`src/rtl/pipelined_divider.sv`:
```
// rtl/pipelined_divider.sv - restoring integer divider, one quotient bit per stage, throughput one op per cycle
// Optional two's-complement operation is enabled by defining DIVIDER_SIGNED_EN.
module pipelined_divider #(
  parameter int N     = 8,
  parameter int M     = 4,
  parameter int TAG_W = 4
) (
  input  logic             clk,
  input  logic             rstn,
  input  logic             in_valid,
  output logic             in_ready,
  input  logic [N-1:0]     in_dividend,
  input  logic [M-1:0]     in_divisor,
  input  logic [TAG_W-1:0] in_tag,
  output logic             out_valid,
  input  logic             out_ready,
  output logic [N-1:0]     out_quotient,
  output logic [M-1:0]     out_remainder,
  output logic [TAG_W-1:0] out_tag,
  output logic             out_div0,
  output logic             out_ovf,
  output logic             busy
);

  logic adv;
  assign adv      = !out_valid || out_ready;
  assign in_ready = adv;

  // acc holds the not-yet-consumed dividend bits on top and the quotient bits shifted in below
  logic [N-1:0]     s_valid, c_valid;
  logic [N-1:0]     s_div0, c_div0;
  logic [M-1:0]     s_rem [N];
  logic [N-1:0]     s_acc [N];
  logic [M-1:0]     s_dsr [N];
  logic [TAG_W-1:0] s_tag [N];
  logic [M-1:0]     c_rem [N];
  logic [N-1:0]     c_acc [N];
  logic [M-1:0]     c_dsr [N];
  logic [TAG_W-1:0] c_tag [N];
  logic [M-1:0]     n_rem [N];
  logic [N-1:0]     n_acc [N];

  logic [N-1:0] f_dvd;
  logic [M-1:0] f_dsr;

`ifdef DIVIDER_SIGNED_EN
  logic [N-1:0] s_ovf, c_ovf, s_qneg, c_qneg, s_rneg, c_rneg;
  logic [M-1:0] s_dlo [N];
  logic [M-1:0] c_dlo [N];
  logic         f_ovf;

  assign f_dvd = in_dividend[N-1] ? -in_dividend : in_dividend;
  assign f_dsr = in_divisor[M-1] ? -in_divisor : in_divisor;
  assign f_ovf = (in_dividend == {1'b1, {(N-1){1'b0}}}) && (in_divisor == '1);
`else
  assign f_dvd = in_dividend;
  assign f_dsr = in_divisor;
`endif

  for (genvar k = 0; k < N; k++) begin : g_stage
    logic [M:0] r_sh;
    logic       ge;
    if (k == 0) begin : g_first
      assign c_valid[k] = in_valid;
      assign c_rem[k]   = '0;
      assign c_acc[k]   = f_dvd;
      assign c_dsr[k]   = f_dsr;
      assign c_tag[k]   = in_tag;
      assign c_div0[k]  = (in_divisor == '0);
`ifdef DIVIDER_SIGNED_EN
      assign c_ovf[k]   = f_ovf;
      assign c_qneg[k]  = in_dividend[N-1] ^ in_divisor[M-1];
      assign c_rneg[k]  = in_dividend[N-1];
      assign c_dlo[k]   = in_dividend[M-1:0];
`endif
    end else begin : g_chain
      assign c_valid[k] = s_valid[k-1];
      assign c_rem[k]   = s_rem[k-1];
      assign c_acc[k]   = s_acc[k-1];
      assign c_dsr[k]   = s_dsr[k-1];
      assign c_tag[k]   = s_tag[k-1];
      assign c_div0[k]  = s_div0[k-1];
`ifdef DIVIDER_SIGNED_EN
      assign c_ovf[k]   = s_ovf[k-1];
      assign c_qneg[k]  = s_qneg[k-1];
      assign c_rneg[k]  = s_rneg[k-1];
      assign c_dlo[k]   = s_dlo[k-1];
`endif
    end
    // compare at M+1 bits; the difference is below the divisor so M bits hold it exactly
    assign r_sh     = {c_rem[k], c_acc[k][N-1]};
    assign ge       = r_sh >= {1'b0, c_dsr[k]};
    assign n_rem[k] = ge ? (r_sh[M-1:0] - c_dsr[k]) : r_sh[M-1:0];
    assign n_acc[k] = {c_acc[k][N-2:0], ge};
  end

  always_ff @(posedge clk) begin
    if (!rstn) begin
      s_valid <= '0;
    end else if (adv) begin
      s_valid <= c_valid;
    end
  end

  always_ff @(posedge clk) begin
    if (adv) begin
      for (int k = 0; k < N; k++) begin
        s_rem[k] <= n_rem[k];
        s_acc[k] <= n_acc[k];
        s_dsr[k] <= c_dsr[k];
        s_tag[k] <= c_tag[k];
`ifdef DIVIDER_SIGNED_EN
        s_dlo[k] <= c_dlo[k];
`endif
      end
      s_div0 <= c_div0;
`ifdef DIVIDER_SIGNED_EN
      s_ovf  <= c_ovf;
      s_qneg <= c_qneg;
      s_rneg <= c_rneg;
`endif
    end
  end

  logic [N-1:0] q_fin;
  logic [M-1:0] r_fin;

  always_comb begin
    q_fin = s_acc[N-1];
    r_fin = s_rem[N-1];
`ifdef DIVIDER_SIGNED_EN
    if (s_qneg[N-1]) q_fin = -s_acc[N-1];
    if (s_rneg[N-1]) r_fin = -s_rem[N-1];
    if (s_ovf[N-1]) begin
      q_fin = {1'b1, {(N-1){1'b0}}};
      r_fin = '0;
    end
    if (s_div0[N-1]) begin
      q_fin = '1;
      r_fin = s_dlo[N-1];
    end
`endif
  end

  // output fields load only with a valid result, so bubbles never disturb them
  always_ff @(posedge clk) begin
    if (!rstn) begin
      out_valid     <= 1'b0;
      out_quotient  <= '0;
      out_remainder <= '0;
      out_tag       <= '0;
      out_div0      <= 1'b0;
`ifdef DIVIDER_SIGNED_EN
      out_ovf       <= 1'b0;
`endif
    end else if (adv) begin
      out_valid <= s_valid[N-1];
      if (s_valid[N-1]) begin
        out_quotient  <= q_fin;
        out_remainder <= r_fin;
        out_tag       <= s_tag[N-1];
        out_div0      <= s_div0[N-1];
`ifdef DIVIDER_SIGNED_EN
        out_ovf       <= s_ovf[N-1];
`endif
      end
    end
  end

`ifndef DIVIDER_SIGNED_EN
  assign out_ovf = 1'b0;
`endif

  assign busy = (|s_valid) || out_valid;

endmodule

```
`config.mk`:
```
export PLATFORM = sky130hd
export DESIGN_NAME = pipelined_divider
export DESIGN_NICKNAME = d
export VERILOG_FILES = /design/src/rtl/pipelined_divider.sv
export SDC_FILE = /design/constraint.sdc
export NUM_CORES = 1
export LEC_CHECK = 0
export CAP_MARGIN = 20
export CORE_MARGIN = 10
export CORE_UTILIZATION = 55
export CTS_CLUSTER_DIAMETER = 30
export CTS_CLUSTER_SIZE = 14
export DETAILED_ROUTE_END_ITERATION = 8
export PLACE_DENSITY_LB_ADDON = 0.12
export SYNTH_ARGS = -nofsm -noshare
export SYNTH_HDL_FRONTEND = slang
export SYNTH_SLANG_ARGS = --single-unit
```
`constraint.sdc`:
```
create_clock -name clk -period 3.08 [get_ports clk]
set_clock_uncertainty 0.15 [all_clocks]
set_input_delay 0.462 -clock clk [delete_from_list [all_inputs] [get_ports clk]]
set_output_delay 0.462 -clock clk [all_outputs]
set_load 0.005 [all_outputs]
```
==> results of run 1 <==
## sequential cells by signal (all words and copies together) (netlist names)
signal and cells:
s_acc 64, s_rem 32, s_tag 32, s_dsr 28, out_quotient 8, s_div0 8
s_valid 8, out_remainder 4, out_tag 4, out_div0 1, out_valid 1
## final timing paths
| kind | from | to | cells past startpoint |
|---|---|---|---|
| max | out_ready | in_ready | 4 |
| min | s_acc[6][2]$_DFFE_PN_ | s_acc[7][3]$_DFFE_PN_ | 0 |
| max reg2reg | s_rem[5][1]$_DFFE_PN_ | s_rem[6][2]$_DFFE_PN_ | 5 |
| min reg2reg | s_acc[6][2]$_DFFE_PN_ | s_acc[7][3]$_DFFE_PN_ | 0 |
## layer usage
layer / vias to the layer above / global-route usage (%) / routed length (um)
li1: 1857 / - / -
met1: 1781 / 12.6 / 4180
met2: 61 / 20.2 / 5360
met3: 18 / 3.47 / 500
met4: 0 / 6.15 / 200
met5: - / 0 / 0
## metrics by stage
step	hold WS [ns]	std cells	power (W)
after global routing	0.273	734	0.00669
after floorplan	0.250	494	0.00416
final	0.268	734	0.00636
after CTS	0.269	734	0.00643
after detailed placement	0.255	703	0.00442
after global placement	0.251	703	0.00435
## synthesized netlist by cell type, types with 2 or more instances
cell / count / area [um2]
xnor2_1: 7 / 61.3
nor3_1: 15 / 75.1
inv_1: 46 / 173
fa_1: 7 / 140
mux2_2: 7 / 78.8
nand2b_1: 7 / 43.8
buf_6: 2 / 22.5
nand4_1: 7 / 43.8
nor2_1: 37 / 139
a21oi_1: 15 / 75.1
mux2i_1: 14 / 140
edfxtp_1: 164 / 4920
buf_8: 2 / 30.0
nand2_1: 58 / 218
a21boi_0: 15 / 113
o21ai_0: 8 / 40.0
clkbuf_1: 2 / 7.51
a21boi_2: 10 / 113
and2_1: 2 / 12.5
ha_1: 30 / 375
dfxtp_1: 26 / 521
nor4_1: 2 / 12.5
## logic make-up (layout without fill, tap and decap cells)
logic type | count (synthesis) | count (layout) | share of synthesized area (%)
compound gates | 50 | 50 | 4.73
xor+xnor | 7 | 7 | 0.822
fa+ha+maj | 37 | 37 | 6.91
buf+inv | 55 | 119 | 3.57
flops | 190 | 190 | 73.0
mux | 21 | 21 | 2.93
other cells | 1 | 1 | 0.0503
simple gates | 133 | 133 | 8.01
## area by class of cell
cell class | count | area, um2 | area share [%]
tap | 176 | 220 | 2.57
clock inverter | 14 | 121 | 1.42
sequential | 190 | 5450 | 63.6
inverter | 47 | 181 | 2.12
clock buffer | 17 | 425 | 4.97
multi-input combinational | 249 | 1750 | 20.4
timing repair buffer | 41 | 418 | 4.88
## power breakdown
part | internal, W | leakage (nW) | switching, W
sequential | 0.00327 | 1.97 | 0.000136
clock | 0.00110 | 0.258 | 0.000890
combinational | 0.000448 | 1.09 | 0.000511
==> impl_metrics.tcl, run 1 <==
set metrics [dict create \
    yosysWarnings 0 \
    antenna_cells 0 \
    post-route-util_pct 64.7 \
    cts_resized 0 \
    cts_htree_levels 4 \
    fp.dieW_um 136 \
    drt_iter0_markers 269 \
    nets 603 \
    cts.path.max_buffers 2 \
    tightest_slew_ns 0.704 \
    worst-path-max-fanout 13 \
    status "completed" \
    cp_top_family "buffers and inverters" \
    initial_utilization_pct 56.3 \
    worst-path-buf-inv 3 \
    grt_max_degree 108 \
    numCtsBuffers 17 \
    root_buffer "clkbuf_16" \
    worst_setup_path_start_kind "input pin" \
    ys.flop_type "edfxtp_1" \
    finalMaxSlewViolations 0 \
    clk_pin_slew_ns 0.06 \
    finalWirelength_um 10200 \
    power_leakage_nw 3.32 \
    die-area_um2 18600 \
    arrival_ns 1.81 \
    hold_class "flip-flop to flip-flop" \
    required_ns 2.47 \
    cts_tree "built" \
    setup_viol 0 \
    drcViolationCount 0 \
    finalHoldViolCount 0 \
    max_stage_delay_ns 0.49 \
    antenna_found_initial 0 \
    layout_common_cells "164 x edfxtp_1, 58 x nand2_1, 46 x inv_1" \
    num_io_pins 41 \
    place.gp.congestion 0.802 \
    synth_edf_count 164 \
    ant_nets 0 \
    grt_remaining_overflow 0 \
    slew_headroom_pct 52.9 \
    crit_path_frequent_cell "clkdlybuf4s50_1" \
    synth_cell_types 33 \
    rsz0062_at_grt "false" \
    fillCellCount 1012 \
    grt_first_pass_wirelength_um 17000 \
    crit_slowest_cell "clkdlybuf4s50_1" \
    grt_pass1_vias 3816 \
    dp_hpwl_um 7000 \
    vdd_drop_max_mv 0.466 \
    design_area_um2 8560 \
    mostFrequentLayoutCell "edfxtp_1" \
    worst-setup-path-type "input pin to primary output" \
    postSynthCellCount 494 \
    port_buffers 39 \
    path_cells "clkdlybuf4s50_1 -> nor2b_4 -> inv_6 -> clkdlybuf4s50_1" \
    synth_area_um2 7460 \
    place_ws_ns 0.646 \
    cts_sinks 190 \
    placed_area_um2 8020 \
    track_usage_pct 11.7 \
    synth_fp_nets 551 \
    post_cts_buffers 0 \
    r2r_setup_slack_ns 0.94 \
    min_period_ns 2.42 \
    syn_to_final_growth_pct 14.7 \
    drv_cap 0 \
    die_h_um 136 \
    seq_area_frac_synth_pct 73.0 \
    drive_above_1_share_pct 8.96 \
    routedWlPerCell_um 13.9 \
    vias 3717 \
    ys_async_sr_fraction_pct 0 \
    post-route-period-util_pct 78.7 \
    end_kind "primary output" \
    core-area_um2 13200 \
    vias_per_cell 5.06 \
    max_freq_ghz 0.412 \
    powerDensity_nw_per_um2 743 \
    setup_ws_ns 0.655 \
    avgSynthCellArea_um2 15.1 \
    dr.pass1.iters 4 \
    row_count 42 \
    fin_tns_setup_ns 0 \
    ys_seq_elements 190 \
    clock_latency_ns 0.42 \
    hold_buffers 0 \
]
Power figures use the tool's default switching activity.
==> run 2, diff against run 1 <==
Settings changed: CORE_UTILIZATION 55 to 53.
Clock period 3.08 ns to 2.1 ns, I/O delays scaled along.
==> run 2 against run 1 <==
  * Clock-buffer cell count stayed put
  * First-iteration DRC count is 24% lower
  * Critical path type is now flip-flop to flip-flop
  * Sequential share of layout area is 0.90 points lower
  * Combinational power is 56% higher
  * Via count is 2.0% higher
  * Flip-flop and latch count stayed put
  * Sequential power is 47% higher
  * Clock power is 51% higher
  * Non-clock buffer count is 11 higher
==> impl_metrics.tcl, run 2 (synthesis results as in run 1) <==
set metrics [dict create \
    status "completed" \
    r2r_cells 5 \
    cts_htree_levels 4 \
    layout_common_cells "164 x edfxtp_1, 58 x nand2_1, 46 x inv_1" \
    grt_pass1_vias 3959 \
    post_cts_buffers 0 \
    antenna_found_initial 0 \
    finalHoldViolCount 0 \
    drt_iter0_markers 204 \
    grt_first_pass_wirelength_um 18100 \
    numCtsBuffers 17 \
    drv_cap 0 \
    core-area_um2 13800 \
    die_h_um 139 \
    num_io_pins 41 \
    min_period_ns 1.95 \
    fillCellCount 1002 \
    placed_area_um2 8120 \
    slew_headroom_pct 59.6 \
    powerDensity_nw_per_um2 1090 \
    end_kind "flip-flop" \
    initial_utilization_pct 54.0 \
    seqCellArea_um2 5450 \
    worst-path-max-fanout 4 \
    multi_input_area_um2 1760 \
    grt_remaining_overflow 0 \
    nets 614 \
    fp.dieW_um 139 \
    min-delay-start "s_acc[2][1]$_DFFE_PN_" \
    drive_above_1_share_pct 11.4 \
    root_buffer "clkbuf_16" \
    grt_max_degree 74 \
    post-route-period-util_pct 92.7 \
    finalMaxSlewViolations 0 \
    rsz0062_at_grt "false" \
    die-area_um2 19200 \
    place.gp.congestion 0.816 \
    fin_tns_setup_ns 0 \
    dr.pass1.iters 4 \
    worst-setup-path-type "flip-flop to flip-flop" \
    vias 3793 \
    track_usage_pct 11.6 \
    vdd_drop_max_mv 0.659 \
    tightest_slew_ns 0.606 \
    reg2reg_to "s_rem[7][2]$_DFFE_PN_" \
    min_to "s_acc[3][2]$_DFFE_PN_" \
    antenna_cells 0 \
    largest_register_ffs 64 \
    ant_nets 0 \
    drcViolationCount 0 \
    required_ns 2.13 \
    design_area_um2 8680 \
    hold_class "flip-flop to flip-flop" \
    cts_tree "built" \
    arrival_ns 1.97 \
    dp_hpwl_um 7250 \
    hold_depth 0 \
    syn_to_final_growth_pct 16.4 \
    post-route-util_pct 62.8 \
    largestRegisters "s_acc (64), s_rem (32), s_tag (32)" \
    regToRegStartpoint "s_rem[6][1]$_DFFE_PN_" \
    largest-register "s_acc" \
    power_leakage_nw 3.40 \
    clock_latency_ns 0.43 \
    routedWlPerCell_um 14.0 \
    clk_pin_slew_ns 0.07 \
    row_count 43 \
    finalWirelength_um 10500 \
    port_buffers 39 \
    max_freq_ghz 0.514 \
    cts_sinks 190 \
    vias_per_cell 5.06 \
    worst_setup_path_start_kind "flip-flop" \
    mostFrequentLayoutCell "edfxtp_1" \
    setup_viol 0 \
    r2r_setup_slack_ns 0.15 \
    cts.path.max_buffers 2 \
]
==> run 2: area by class of cell <==
| class | count | share of cell area, % |
|---|---|---|
| Tap cell | 180 | 2.59 |
| Timing Repair Buffer | 52 | 5.88 |
| Clock inverter | 15 | 1.61 |
| Clock buffer | 17 | 4.90 |
| Multi-Input combinational cell | 249 | 20.2 |
| Sequential cell | 190 | 62.7 |
| Inverter | 47 | 2.09 |
==> run 2: what timing repair did <==
item / 4_1_cts / 5_1_grt
endpoints found under the setup margin: 2 / 0
hold buffers: 0 / 0
resized for setup: 3 / 0
==> run 2: metal layers <==
layer / routed length, um / vias to the layer above / GRT usage, % / part of all wire [%]
met2: 5420 / 60 / 19.9 / 52
met5: 0 / - / 0 / 0
met3: 428 / 18 / 4.28 / 4.1
met1: 4480 / 1825 / 12.5 / 43
met4: 174 / 0 / 5.00 / 1.7
li1: - / 1890 / - / -
==> run 2: how the worst max path moves through the flow <==
stage                              start                   endpoint  slack [ns]
3_5_place_dp              in_dividend[7]  s_rem[0][1]$_SDFFCE_PN0N_       -0.09
2_1_floorplan      s_rem[4][1]$_DFFE_PN_      s_rem[5][2]$_DFFE_PN_        0.17
3_3_place_gp              in_dividend[7]  s_rem[0][1]$_SDFFCE_PN0N_      -0.003
4_1_cts          s_valid[2]$_SDFFE_PN0N_                       busy        0.15
6_report           s_rem[6][1]$_DFFE_PN_      s_rem[7][2]$_DFFE_PN_        0.15
5_1_grt        s_rem[0][1]$_SDFFCE_PN0N_      s_rem[1][2]$_DFFE_PN_        0.04
==> run 2: stage by stage <==
stage          setup slack, ns  total power (W)  std cells  hold slack [ns]
6_report                 0.154          0.00951        750            0.267
2_1_floorplan            0.175          0.00610        494            0.250
5_1_grt                 0.0416           0.0100        750            0.261
4_1_cts                  0.153          0.00961        750            0.266
3_5_place_dp           -0.0916          0.00658        718            0.255
3_3_place_gp          -0.00292          0.00650        718            0.250
==> run 2: power breakdown <==
part / switching, W / total (W) / internal, W
clock network: 0.00144 / 0.00301 / 0.00158
logic: 0.000762 / 0.00150 / 0.000738
registers: 0.000203 / 0.00499 / 0.00479
==> run 2: critical path: stages, from the launching register on <==
cell	delay, ns
edfxtp_1	0.40
ha_1	0.36
o21ai_0	0.17
a21oi_1	0.08
nor2_1	0.17
mux2_2	0.37
==> run 3, diff against run 2 <==
Settings changed: CELL_PAD_IN_SITES_DETAIL_PLACEMENT from default to 1, CELL_PAD_IN_SITES_GLOBAL_PLACEMENT from default to 1, CORE_UTILIZATION 53 to 45.
==> run 3 against run 2 <==
  * Routed wire length grew 10%
  * Clock-buffer cell count is 2 higher
  * Die area rose by 15%
  * Worst hold slack gained 0.0021 ns
  * Register-to-register slack got worse by 0.05 ns
  * Critical endpoint is now s_rem[3][0]$_DFFE_PN_
  * Via count rose by 0.45%
  * Flip-flop and latch count unchanged
  * Sequential share of layout area fell by 0.30 points
==> impl_metrics.tcl, run 3 (synthesis results as in run 1) <==
set metrics [dict create \
    drt_iter0_markers 221 \
    initial_utilization_pct 45.5 \
    root_buffer "clkbuf_16" \
    vias 3810 \
    rsz0062_at_grt "false" \
    place.gp.congestion 0.838 \
    grt_max_degree 73 \
    num_io_pins 41 \
    syn_to_final_growth_pct 17.0 \
    power_leakage_nw 3.40 \
    worst-path-max-fanout 4 \
    status "completed" \
    post-route-period-util_pct 95.1 \
    grt_pass1_vias 4228 \
    drive_above_1_share_pct 11.4 \
    setup_viol 0 \
    grt_remaining_overflow 0 \
    drv_cap 0 \
    finalHoldViolCount 0 \
    row_count 47 \
    die-area_um2 22100 \
    worst-setup-path-type "flip-flop to flip-flop" \
    placed_area_um2 8170 \
    track_usage_pct 11.3 \
    fp.dieW_um 149 \
    ant_nets 0 \
    cts_htree_levels 4 \
    largest_register_ffs 64 \
    antenna_cells 0 \
    largest-register "s_acc" \
    arrival_ns 2.09 \
    numCtsBuffers 17 \
    swShare_pct 25.2 \
    cts.path.max_buffers 2 \
    drcViolationCount 0 \
    port_buffers 39 \
    min_period_ns 2.00 \
    pwr-share-clk_pct 31.0 \
    hold_class "flip-flop to flip-flop" \
    dr.pass1.iters 5 \
    tightest_slew_ns 0.625 \
    pwr-share-comb_pct 16.2 \
    power_frac_seq_pct 52.8 \
    slew_headroom_pct 58.3 \
    clk_pin_slew_ns 0.07 \
    vdd_drop_max_mv 0.659 \
    clock_latency_ns 0.43 \
    max_freq_ghz 0.501 \
    end_kind "flip-flop" \
    p_int_w 0.00707 \
    powerDensity_nw_per_um2 1080 \
    finalWirelength_um 11600 \
    antenna_found_initial 0 \
    design_area_um2 8730 \
    finalMaxSlewViolations 0 \
    required_ns 2.19 \
    vias_per_cell 4.82 \
    routedWlPerCell_um 14.6 \
    grt_first_pass_wirelength_um 19700 \
    cts_tree "built" \
    p_sw_w 0.00238 \
    largestRegisters "s_acc (64), s_rem (32), s_tag (32)" \
    post-place-cells 759 \
    mostFrequentLayoutCell "edfxtp_1" \
    fin_tns_setup_ns 0 \
    die_h_um 149 \
    stdcell_count 791 \
    core-area_um2 16400 \
    post-route-util_pct 53.2 \
    cts_sinks 190 \
    nets 615 \
    dp_hpwl_um 8370 \
    worst_setup_path_start_kind "flip-flop" \
    layout_common_cells "164 x edfxtp_1, 58 x nand2_1, 46 x inv_1" \
]
[run 3: changes by cell type in the layout (fill, tap and decap cells not counted), sizes merged]
| cell | before | now |
|---|---|---|
| clkinv | 5 | 4 |
| dlymetal6s2s | 0 | 1 |
| inv | 57 | 53 |
| clkinvlp | 0 | 3 |
| dlygate4sd2 | 2 | 1 |
| clkbuf | 17 | 19 |
| buf | 13 | 14 |
[run 3: timing repair]
action	CTS	global route
pin swaps	0	1
setup endpoints to repair	2	1
buffers inserted	0	0
hold buffers	0	0
resized for setup	3	3
[run 3: path summary, 6_finish.rpt]
| path | start | to | slack [ns] | cells after the start |
|---|---|---|---|---|
| setup / recovery | s_dsr[2][2]$_DFFE_PN_ | s_rem[3][0]$_DFFE_PN_ | 0.10 | 7 |
| hold / removal | s_acc[3][4]$_DFFE_PN_ | s_acc[4][5]$_DFFE_PN_ | 0.27 | 0 |
| setup reg to reg | s_dsr[2][2]$_DFFE_PN_ | s_rem[3][0]$_DFFE_PN_ | 0.10 | 7 |
| hold reg to reg | s_acc[3][4]$_DFFE_PN_ | s_acc[4][5]$_DFFE_PN_ | 0.27 | 0 |
[run 3: cell type report]
cell class / instances / area [um2]
Clock buffer: 19 / 433
Clock inverter: 13 / 106
Sequential cell: 190 / 5450
Tap cell: 220 / 275
Timing Repair Buffer: 53 / 522
Multi-Input combinational cell: 249 / 1770
Inverter: 47 / 181
Fill cell: 1596 / 7670
[run 3: critical path: stages, from the launching register on]
cell	delay (ns)
edfxtp_1	0.40
inv_1	0.11
ha_1	0.28
o21ai_0	0.22
a21oi_1	0.09
nor2_1	0.15
buf_4	0.15
mux2i_1	0.27
[run 3: power by group through the flow]
stage | clock network (W) | logic, W | registers, W
after floorplan | 0 | 0.00111 | 0.00500
after global placement | 0 | 0.00145 | 0.00506
after detailed placement | 0 | 0.00155 | 0.00508
after CTS | 0.00303 | 0.00156 | 0.00500
after global routing | 0.00320 | 0.00175 | 0.00505
final | 0.00293 | 0.00153 | 0.00499
[run 3: per-stage QoR]
stage	power, W	hold slack [ns]	setup WS [ns]
after detailed placement	0.00663	0.256	-0.119
final	0.00945	0.269	0.103
after CTS	0.00958	0.269	0.0139
after global routing	0.0100	0.269	0.0567
after global placement	0.00651	0.250	-0.0339
after floorplan	0.00610	0.250	0.175
[run 3: layer usage]
layer | part of all wire [%] | global-route usage (%) | vias to the layer above
li1 | - | - | 1877
met1 | 39 | 11.4 | 1861
met2 | 55 | 20.6 | 53
met3 | 3.8 | 3.52 | 19
met4 | 1.8 | 5.50 | 0
met5 | 0 | 0 | -
